File: config.mk
export PLATFORM = sky130hd
export DESIGN_NAME = draw_square_flat
export DESIGN_NICKNAME = d
export VERILOG_FILES = /design/src/rtl/draw_square_if.sv /design/src/rtl/draw_square.sv /design/src/flat_wrapper.sv
export SDC_FILE = /design/constraint.sdc
export NUM_CORES = 1
export LEC_CHECK = 0
export CAP_MARGIN = 20
export CORE_MARGIN = 5
export CORE_UTILIZATION = 50
export CTS_CLUSTER_DIAMETER = 60
export CTS_CLUSTER_SIZE = 25
export DETAILED_ROUTE_END_ITERATION = 12
export PLACE_DENSITY = 0.86
export SLEW_MARGIN = 30
export SYNTH_ARGS = -nofsm -noshare
export SYNTH_HDL_FRONTEND = slang
export SYNTH_SLANG_ARGS = --single-unit
File: constraint.sdc
create_clock -name clock -period 5.3 [get_ports clock]
set_input_delay 1.06 -clock clock [delete_from_list [all_inputs] [get_ports clock]]
set_output_delay 1.06 -clock clock [all_outputs]
set_load 0.03 [all_outputs]
File: src/rtl/draw_square_if.sv
// Caller-side bus of the square drawer: start/size/colour request plus the
// VGA adapter pixel-write port the drawer owns while busy.
interface draw_square_if #(
    parameter int SIZE_W = 4
);
    logic              start;
    logic              done;
    logic              busy;
    logic [7:0]        x;
    logic [6:0]        y;
    logic [SIZE_W-1:0] size;
    logic [17:0]       colour;
    logic [7:0]        vga_x;
    logic [6:0]        vga_y;
    logic [17:0]       vga_colour;
    logic              vga_write;

    modport master (
        output start, x, y, size, colour,
        input  done, busy, vga_x, vga_y, vga_colour, vga_write
    );

    modport slave (
        input  start, x, y, size, colour,
        output done, busy, vga_x, vga_y, vga_colour, vga_write
    );
endinterface

File: src/rtl/draw_square.sv
// Square pixel writer: one VGA write per clock, row-major, then a one-cycle done.
// Optional DRAW_SQUARE_CLIP_EN suppresses writes for off-screen pixels.
module draw_square #(
    parameter int SIZE_W   = 4,
    parameter int SCREEN_W = 160,
    parameter int SCREEN_H = 120
) (
    input  logic         clock,
    input  logic         reset,
    draw_square_if.slave bus
);
    typedef enum logic [1:0] {IDLE, DRAW, DONE} state_t;

    state_t            state, state_d;
    logic [7:0]        x_l;
    logic [6:0]        y_l;
    logic [SIZE_W-1:0] size_l;
    logic [17:0]       colour_l;
    logic [SIZE_W-1:0] x_off, x_off_d, y_off, y_off_d, last_off;
    logic [7:0]        vga_x_q, vga_x_d;
    logic [6:0]        vga_y_q, vga_y_d;
    logic [17:0]       colour_q, colour_d;
    logic              write_q, write_d, done_q, done_d, busy_q, busy_d;
    logic [8:0]        sum_x;
    logic [7:0]        sum_y;

`ifdef DRAW_SQUARE_CLIP_EN
    function automatic logic on_screen(input logic [8:0] sx, input logic [7:0] sy);
        return (sx < 9'(SCREEN_W)) && (sy < 8'(SCREEN_H));
    endfunction
`else
    // Without clipping only the truncated sums are used.
    wire unused_clip = ^{sum_x[8], sum_y[7], 32'(SCREEN_W), 32'(SCREEN_H)};
`endif

    assign sum_x    = 9'(x_l) + 9'(x_off);
    assign sum_y    = 8'(y_l) + 8'(y_off);
    assign last_off = size_l - SIZE_W'(1);

    // Request fields are captured once; later input changes are ignored.
    always_ff @(posedge clock) begin
        if (state == IDLE && bus.start) begin
            x_l      <= bus.x;
            y_l      <= bus.y;
            size_l   <= bus.size;
            colour_l <= bus.colour;
        end
    end

    always_ff @(posedge clock or negedge reset) begin
        if (!reset) begin
            state   <= IDLE;
            x_off   <= '0;
            y_off   <= '0;
            vga_x_q <= '0;
            vga_y_q <= '0;
            colour_q <= '0;
            write_q <= 1'b0;
            done_q  <= 1'b0;
            busy_q  <= 1'b0;
        end else begin
            state   <= state_d;
            x_off   <= x_off_d;
            y_off   <= y_off_d;
            vga_x_q <= vga_x_d;
            vga_y_q <= vga_y_d;
            colour_q <= colour_d;
            write_q <= write_d;
            done_q  <= done_d;
            busy_q  <= busy_d;
        end
    end

    always_comb begin
        state_d  = state;
        x_off_d  = x_off;
        y_off_d  = y_off;
        vga_x_d  = vga_x_q;
        vga_y_d  = vga_y_q;
        colour_d = colour_q;
        write_d  = 1'b0;
        done_d   = done_q;
        busy_d   = busy_q;
        unique case (state)
            IDLE: begin
                if (bus.start) begin
                    x_off_d = '0;
                    y_off_d = '0;
                    busy_d  = 1'b1;
                    state_d = (bus.size == '0) ? DONE : DRAW;
                end
            end
            DRAW: begin
`ifdef DRAW_SQUARE_CLIP_EN
                write_d = on_screen(sum_x, sum_y);
                if (write_d) begin
                    vga_x_d  = sum_x[7:0];
                    vga_y_d  = sum_y[6:0];
                    colour_d = colour_l;
                end
`else
                write_d  = 1'b1;
                vga_x_d  = sum_x[7:0];
                vga_y_d  = sum_y[6:0];
                colour_d = colour_l;
`endif
                if (x_off == last_off) begin
                    x_off_d = '0;
                    if (y_off == last_off) begin
                        state_d = DONE;
                    end else begin
                        y_off_d = y_off + SIZE_W'(1);
                    end
                end else begin
                    x_off_d = x_off + SIZE_W'(1);
                end
            end
            DONE: begin
                // First DONE edge raises done; the second retires it and frees the port.
                if (!done_q) begin
                    done_d = 1'b1;
                end else begin
                    done_d  = 1'b0;
                    busy_d  = 1'b0;
                    state_d = IDLE;
                end
            end
            default: state_d = IDLE;
        endcase
    end

    assign bus.vga_x      = vga_x_q;
    assign bus.vga_y      = vga_y_q;
    assign bus.vga_colour = colour_q;
    assign bus.vga_write  = write_q;
    assign bus.done       = done_q;
    assign bus.busy       = busy_q;
endmodule
File: src/flat_wrapper.sv
// flat-port wrapper written by rule: the top's interface ports become plain ports
module draw_square_flat 
#(
    parameter int SIZE_W   = 4,
    parameter int SCREEN_W = 160,
    parameter int SCREEN_H = 120
)
  (clock, reset, bus_start, bus_x, bus_y, bus_size, bus_colour, bus_done, bus_busy, bus_vga_x, bus_vga_y, bus_vga_colour, bus_vga_write);
  draw_square_if #(.SIZE_W(SIZE_W)) bus_i ();
  input  logic clock;
  input  logic reset;
  input wire logic [$bits(bus_i.start)-1:0] bus_start;
  input wire logic [$bits(bus_i.x)-1:0] bus_x;
  input wire logic [$bits(bus_i.y)-1:0] bus_y;
  input wire logic [$bits(bus_i.size)-1:0] bus_size;
  input wire logic [$bits(bus_i.colour)-1:0] bus_colour;
  output wire logic [$bits(bus_i.done)-1:0] bus_done;
  output wire logic [$bits(bus_i.busy)-1:0] bus_busy;
  output wire logic [$bits(bus_i.vga_x)-1:0] bus_vga_x;
  output wire logic [$bits(bus_i.vga_y)-1:0] bus_vga_y;
  output wire logic [$bits(bus_i.vga_colour)-1:0] bus_vga_colour;
  output wire logic [$bits(bus_i.vga_write)-1:0] bus_vga_write;
  assign bus_i.start = bus_start;
  assign bus_i.x = bus_x;
  assign bus_i.y = bus_y;
  assign bus_i.size = bus_size;
  assign bus_i.colour = bus_colour;
  assign bus_done = bus_i.done;
  assign bus_busy = bus_i.busy;
  assign bus_vga_x = bus_i.vga_x;
  assign bus_vga_y = bus_i.vga_y;
  assign bus_vga_colour = bus_i.vga_colour;
  assign bus_vga_write = bus_i.vga_write;
  draw_square #(.SIZE_W(SIZE_W), .SCREEN_W(SCREEN_W), .SCREEN_H(SCREEN_H)) u_core (.clock(clock), .reset(reset), .bus(bus_i));
endmodule
==> qor.txt, run 1 <==
Worst VDD drop: 0.241 mV
Startpoint Class: input pin
CTS Buf Count: 9
Period minus WS final: 2.57 ns
CP required: 5.33 ns
Post-Route WL: 7210 um
First-iteration detailed-routing DRC count: 145
FF+latch count, synth: 83
P&R area growth vs syn: 30.9%
Post-synthesis cell area: 0.00353 sq mm
# diodes: 0
Hold Path End: u_core.bus.vga_colour[5]
Global-route wire length before repair: 11,900 um
Worst-path maximum fanout: 26
Post-Layout Cell Count: 477
Tightest Pin Transition: 0.620 ns
Drt wl/cell: 15.1 um
Hold buffers post-CTS: 0
Number of post-CTS setup repair buffers: 0
CP Class: in -> reg
RR Endpoint: u_core.y_off[2]
PwrDens: 452 mW/mm^2
Largest net degree at the start of global routing: 47
FF-to-FF Start: u_core.state[1]
Vias in the first global route: 2,526
Final Max Tran Viols: 0
Worst Hold Depth: 2
Worst EP arrival: 2.60 ns
Post-synth EDFFs: 37
Most frequent cells after synthesis: 81 x nand2_1, 46 x dfrtp_1, 37 x edfxtp_1
Die Area: 0.00884 sq mm
Core area: 0.00683 sq mm
Via count: 2,421
Sequential-to-total area share from yosys stat: 64.1%
Total track usage: 17.7%
Syn Area/Cell: 11.9 sq um
DRC errors left: 0
Routed Antenna Nets: 0
Initial antenna violation count: 0
Hold Path Origin: u_core.colour_l[5]
Post-synth cell types: 39
Post-cts repair resize count: 0
Min-Delay Path Class: reg -> reg
Ys flop type: dfrtp_1
Area share of the largest cell type after synthesis: 32.6%
Most common cell in the netlist: nand2_1
R2r worst-path depth: 7
Max H-tree Level: 3
Clock buffer depth: 2
Clock Latency Late Sink: 0.36 ns
DPL Wire Length: 5110 um
Final hold violations: 0
Asr flop ratio synth: 55.4%
Final period utilization: 48.5%
Total grt overflow: 0
Detailed Routing Iterations Pass 1: 4
I/O pin cnt: 76
Lkg Pwr: 1.90 nW
Max Clk Rate: 0.389 GHz
Worst Setup End Kind: flop
Die height: 94.0 um
Root buf cell: clkbuf_8
Max-slew headroom: 58.6%
R2R Setup Slk: 2.99 ns
I/O Buffers: 75
Cell count after synthesis: 297
Fin nets: 429
Status: finished, final reports clean
Final setup skew: 0.00925 ns
Initial Utilization: 51.7%
Row count: 30
Post-Syn Nets: 350
Placed cells: 461
Clock sink count: 83
Fillers: 504
Final Setup Violations: 0
Total negative slack: 0 ns
Yosys top cell by area: dfrtp_1
Die W: 94.0 um
Max-Cap Viols: 0
Synth warn: 0
Gpl congestion: 0.777
Area contributors post-synth: dfrtp_1 33%, edfxtp_1 31%, nand2_1 8.6%, ha_1 3.9%, xnor2_1 3.0%
Post-DR vias/cell: 5.08
Layout cell share with drive strength beyond 1: 7.87%
RSZ-0062 raised after global routing: false
CTS tree: done
Clk slew on worst S/H paths: 0.08 ns
-- metal layers --
layer / track usage, % / routed length [um]
met5: 0 / 0
met1: 20.7 / 2880
met2: 30.0 / 3650
met3: 4.97 / 514
met4: 8.78 / 168
-- cells by family after synthesis --
family                     synth area share (%)
adders and majority gates                  5.03
and+or+nand+nor                            13.8
DFF                                        64.1
AOI/OAI and AO/OA                          8.05
xor gates and xnor gates                   5.92
buffers and inverters                      2.76
muxes                                     0.319
-- placed cells by master (no fill, tap or decap), types with 3 or more instances in the layout --
cell,synthesis,layout
a31oi_1,4,4
a21o_1,4,4
inv_1,15,15
ha_1,11,11
nand3_1,5,5
nor2b_1,3,3
xnor2_1,12,12
or3_1,3,3
edfxtp_1,37,37
a21oi_1,6,6
nand2_1,81,81
clkbuf_8,0,9
inv_6,0,3
clkdlybuf4s50_1,0,74
nor2_1,7,7
buf_4,0,4
o21ai_0,19,19
xor2_1,4,4
dfrtp_1,46,46
-- registers in the layout, summed over array words and instances, names as in the netlist --
| name | cells |
|---|---|
| u_core.x_off | 4 |
| u_core.size_l | 4 |
| u_core.bus.vga_colour | 18 |
| u_core.bus.vga_x | 8 |
| u_core.bus.busy | 1 |
| u_core.y_l | 7 |
| u_core.bus.done | 1 |
| u_core.bus.vga_y | 7 |
| u_core.state | 2 |
| u_core.bus.vga_write | 1 |
| u_core.x_l | 8 |
| u_core.y_off | 4 |
| u_core.colour_l | 18 |
-- per-stage QoR --
stage / power (W) / worst slack (ns) / util (%) / instance area [sq um] / hold slack (ns)
after CTS: 0.00210 / 2.50 / 67.5 / 4610 / 0.445
after floorplan: 0.00132 / 1.03 / - / 3530 / 0.415
after detailed placement: 0.00160 / 2.12 / 64.3 / 4390 / 0.430
after global routing: 0.00220 / 2.59 / 67.6 / 4620 / 0.478
after global placement: 0.00157 / 2.17 / 64.2 / 4390 / 0.417
final: 0.00209 / 2.73 / 67.6 / 4620 / 0.445
-- cell type report --
class	count	area, sq um	area share (%)
clock buffer	9	124	2.68
tap	96	120	2.60
sequential	83	2260	49.0
inverter	16	60.1	1.30
clock inverter	7	98.8	2.14
timing repair buffer	78	771	16.7
multi-input combinational	188	1180	25.6
-- how the worst max path moves through the flow --
stage / from / slack [ns] / endpoint
2_1_floorplan: bus_start / 1.03 / u_core.colour_l[0]
4_1_cts: bus_start / 2.50 / u_core.colour_l[11]
5_1_grt: bus_start / 2.59 / u_core.x_l[0]
3_5_place_dp: bus_start / 2.12 / u_core.colour_l[11]
3_3_place_gp: bus_start / 2.17 / u_core.colour_l[15]
6_report: bus_start / 2.73 / u_core.x_l[0]
-- power by group --
part | total, W | switching [W] | leakage [nW] | internal, W
Sequential | 0.000888 | 0.000101 | 0.872 | 0.000787
Clock | 0.000501 | 0.000231 | 0.111 | 0.000269
Combinational | 0.000699 | 0.000386 | 0.920 | 0.000313
-- worst max-delay path, stage by stage --
cell and delay, ns:
clkdlybuf4s50_1 0.52, nor3b_4 0.57, buf_4 0.44
Note: power is estimated with default switching activity, not from simulation.
==> run 2, diff against run 1 <==
--- a/config.mk
+++ b/config.mk
@@ -7,11 +7,11 @@
 export LEC_CHECK = 0
 export CAP_MARGIN = 20
 export CORE_MARGIN = 5
-export CORE_UTILIZATION = 50
+export CORE_UTILIZATION = 46
 export CTS_CLUSTER_DIAMETER = 60
 export CTS_CLUSTER_SIZE = 25
 export DETAILED_ROUTE_END_ITERATION = 12
-export PLACE_DENSITY = 0.86
+export PLACE_DENSITY = 0.83
 export SLEW_MARGIN = 30
 export SYNTH_ARGS = -nofsm -noshare
 export SYNTH_HDL_FRONTEND = slang
==> constraint.sdc (replaced) <==
create_clock -name clock -period 2.3 [get_ports clock]
set_input_delay 0.46 -clock clock [delete_from_list [all_inputs] [get_ports clock]]
set_output_delay 0.46 -clock clock [all_outputs]
set_load 0.03 [all_outputs]
==> qor.txt, run 2 (same netlist as run 1, synthesis figures left out) <==
CTS Buf Count: 9
Total track usage: 15.3%
CP required: 2.53 ns
Routed Antenna Nets: 0
DPL Wire Length: 5080 um
First-iteration detailed-routing DRC count: 60
Clock buffer depth: 2
Clock sink count: 83
Final period utilization: 93.4%
Die W: 97.6 um
Final Setup Violations: 0
Status: finished, final reports clean
Startpoint Class: flop
Vias in the first global route: 2,450
CP Class: reg -> reg
Final Max Tran Viols: 0
Worst Setup End Kind: flop
Max-Cap Viols: 0
Final hold violations: 0
Total negative slack: 0 ns
Core area: 0.00761 sq mm
Tightest Pin Transition: 0.500 ns
Slack of the critical path: 0.152 ns
CP startpoint: u_core.size_l[0]
DRC errors left: 0
Worst VDD drop: 0.383 mV
Fin nets: 434
Min-Delay Path Class: reg -> reg
Die height: 97.6 um
PwrDens: 1010 mW/mm^2
Initial Utilization: 46.4%
Worst EP arrival: 2.38 ns
Commonest non-fill, non-tap cell in the layout: nand2_1
Layout cell share with drive strength beyond 1: 9.07%
Die Area: 0.00952 sq mm
Post-Route WL: 6920 um
Slowest CP cell: a2111oi_4
Max incr delay on CP: 0.55 ns
WP buf/inv: 1
Design area: 0.00465 sq mm
Max-slew headroom: 66.7%
FF-to-FF Start: u_core.size_l[0]
Gpl congestion: 0.774
Drt wl/cell: 14.2 um
P&R area growth vs syn: 31.7%
I/O pin cnt: 76
I/O Buffers: 75
Via count: 2,416
# diodes: 0
Global-route wire length before repair: 11,500 um
Most frequent cells in the layout: 81 x nand2_1, 74 x clkdlybuf4s50_1, 46 x dfrtp_1
Largest net degree at the start of global routing: 45
Root buf cell: clkbuf_8
Max Clk Rate: 0.466 GHz
Detailed Routing Iterations Pass 1: 4
Row count: 32
Lkg Pwr: 1.91 nW
Fillers: 593
CTS tree: done
Max H-tree Level: 3
Final Power: 0.00470 W
Worst-path maximum fanout: 7
Crit path cell chain: inv_1 > ha_1 > xnor2_1 > nor3_2 > a2111oi_4 > nand4_1 > a31o_2
Initial antenna violation count: 0
Post-DR vias/cell: 4.95
Pre-CTS setup slack: 0.0680 ns
Clock Latency Late Sink: 0.34 ns
Largest delay share family, worst path: compound AO/OA/AOI/OAI gates
Period minus WS final: 2.15 ns
Hold Path Origin: u_core.colour_l[7]
Final setup skew: 0.00592 ns
Placed inst area: 0.00442 sq mm
Total grt overflow: 0
Clk slew on worst S/H paths: 0.09 ns
[run 2: cell types whose count changed in the layout (fill, tap and decap cells not counted), sizes merged]
cell | before | now
buf | 4 | 8
clkinv | 2 | 5
inv | 18 | 16
bufinv | 2 | 1
dlygate4sd3 | 0 | 1
[run 2: layout make-up]
cell class	instances	area [sq um]	area share, %
timing repair buffer	83	808	17.4
tap	102	128	2.75
sequential	83	2260	48.7
inverter	16	60.1	1.29
clock inverter	7	77.6	1.67
clock buffer	9	124	2.67
multi-input combinational	188	1190	25.6
[run 2: per-layer routing]
layer / wire length [um] / vias to the layer above / global-route usage (%)
met3: 590 / 9 / 6.53
met4: 108 / 0 / 5.32
met2: 3500 / 72 / 26.1
met1: 2720 / 1159 / 17.2
met5: 0 / - / 0
li1: - / 1176 / -
[run 2: what timing repair did]
action,4_1_cts,5_1_grt
setup endpoints to repair,0,4
endpoints found under the hold margin,3,0
buffers inserted,0,1
resized for setup,0,2
hold buffers,1,0
[run 2: path summary, 6_finish.rpt]
path,slack [ns],depth (start not counted),to
max in group asynchronous,1.34,3,u_core.bus.vga_colour[13]
min in group asynchronous,0.46,2,u_core.y_off[3]
setup / recovery,0.15,7,u_core.y_off[3]
setup reg to reg,0.15,7,u_core.y_off[3]
hold / removal,0.44,2,u_core.bus.vga_colour[7]
hold reg to reg,0.44,2,u_core.bus.vga_colour[7]
[run 2: stage by stage]
stage               instances  hold slack (ns)  utilization (%)
floorplan                 297            0.164                -
global placement          470            0.278             58.2
detailed placement        470            0.275             58.2
CTS                       487            0.448             60.9
global route              488            0.459             61.1
finish                    488            0.445             61.1
[run 2: where the power goes]
part	internal, W	switching (W)	total, W
logic	0.000725	0.000886	0.00161
clock network	0.000509	0.000537	0.00105
registers	0.00181	0.000225	0.00204
[run 2: tightest hold or removal path: stages, from the launching register on]
cell and delay [ns]:
edfxtp_1 0.33, nand2_1 0.04, nand2_1 0.04
==> run 3, diff against run 2 <==
--- a/config.mk
+++ b/config.mk
@@ -5,7 +5,6 @@
 export SDC_FILE = /design/constraint.sdc
 export NUM_CORES = 1
 export LEC_CHECK = 0
-export CAP_MARGIN = 20
 export CORE_MARGIN = 5
 export CORE_UTILIZATION = 46
 export CTS_CLUSTER_DIAMETER = 60
==> results of run 3 <==
Final layout, timing and power as in run 2 (identical DEF).
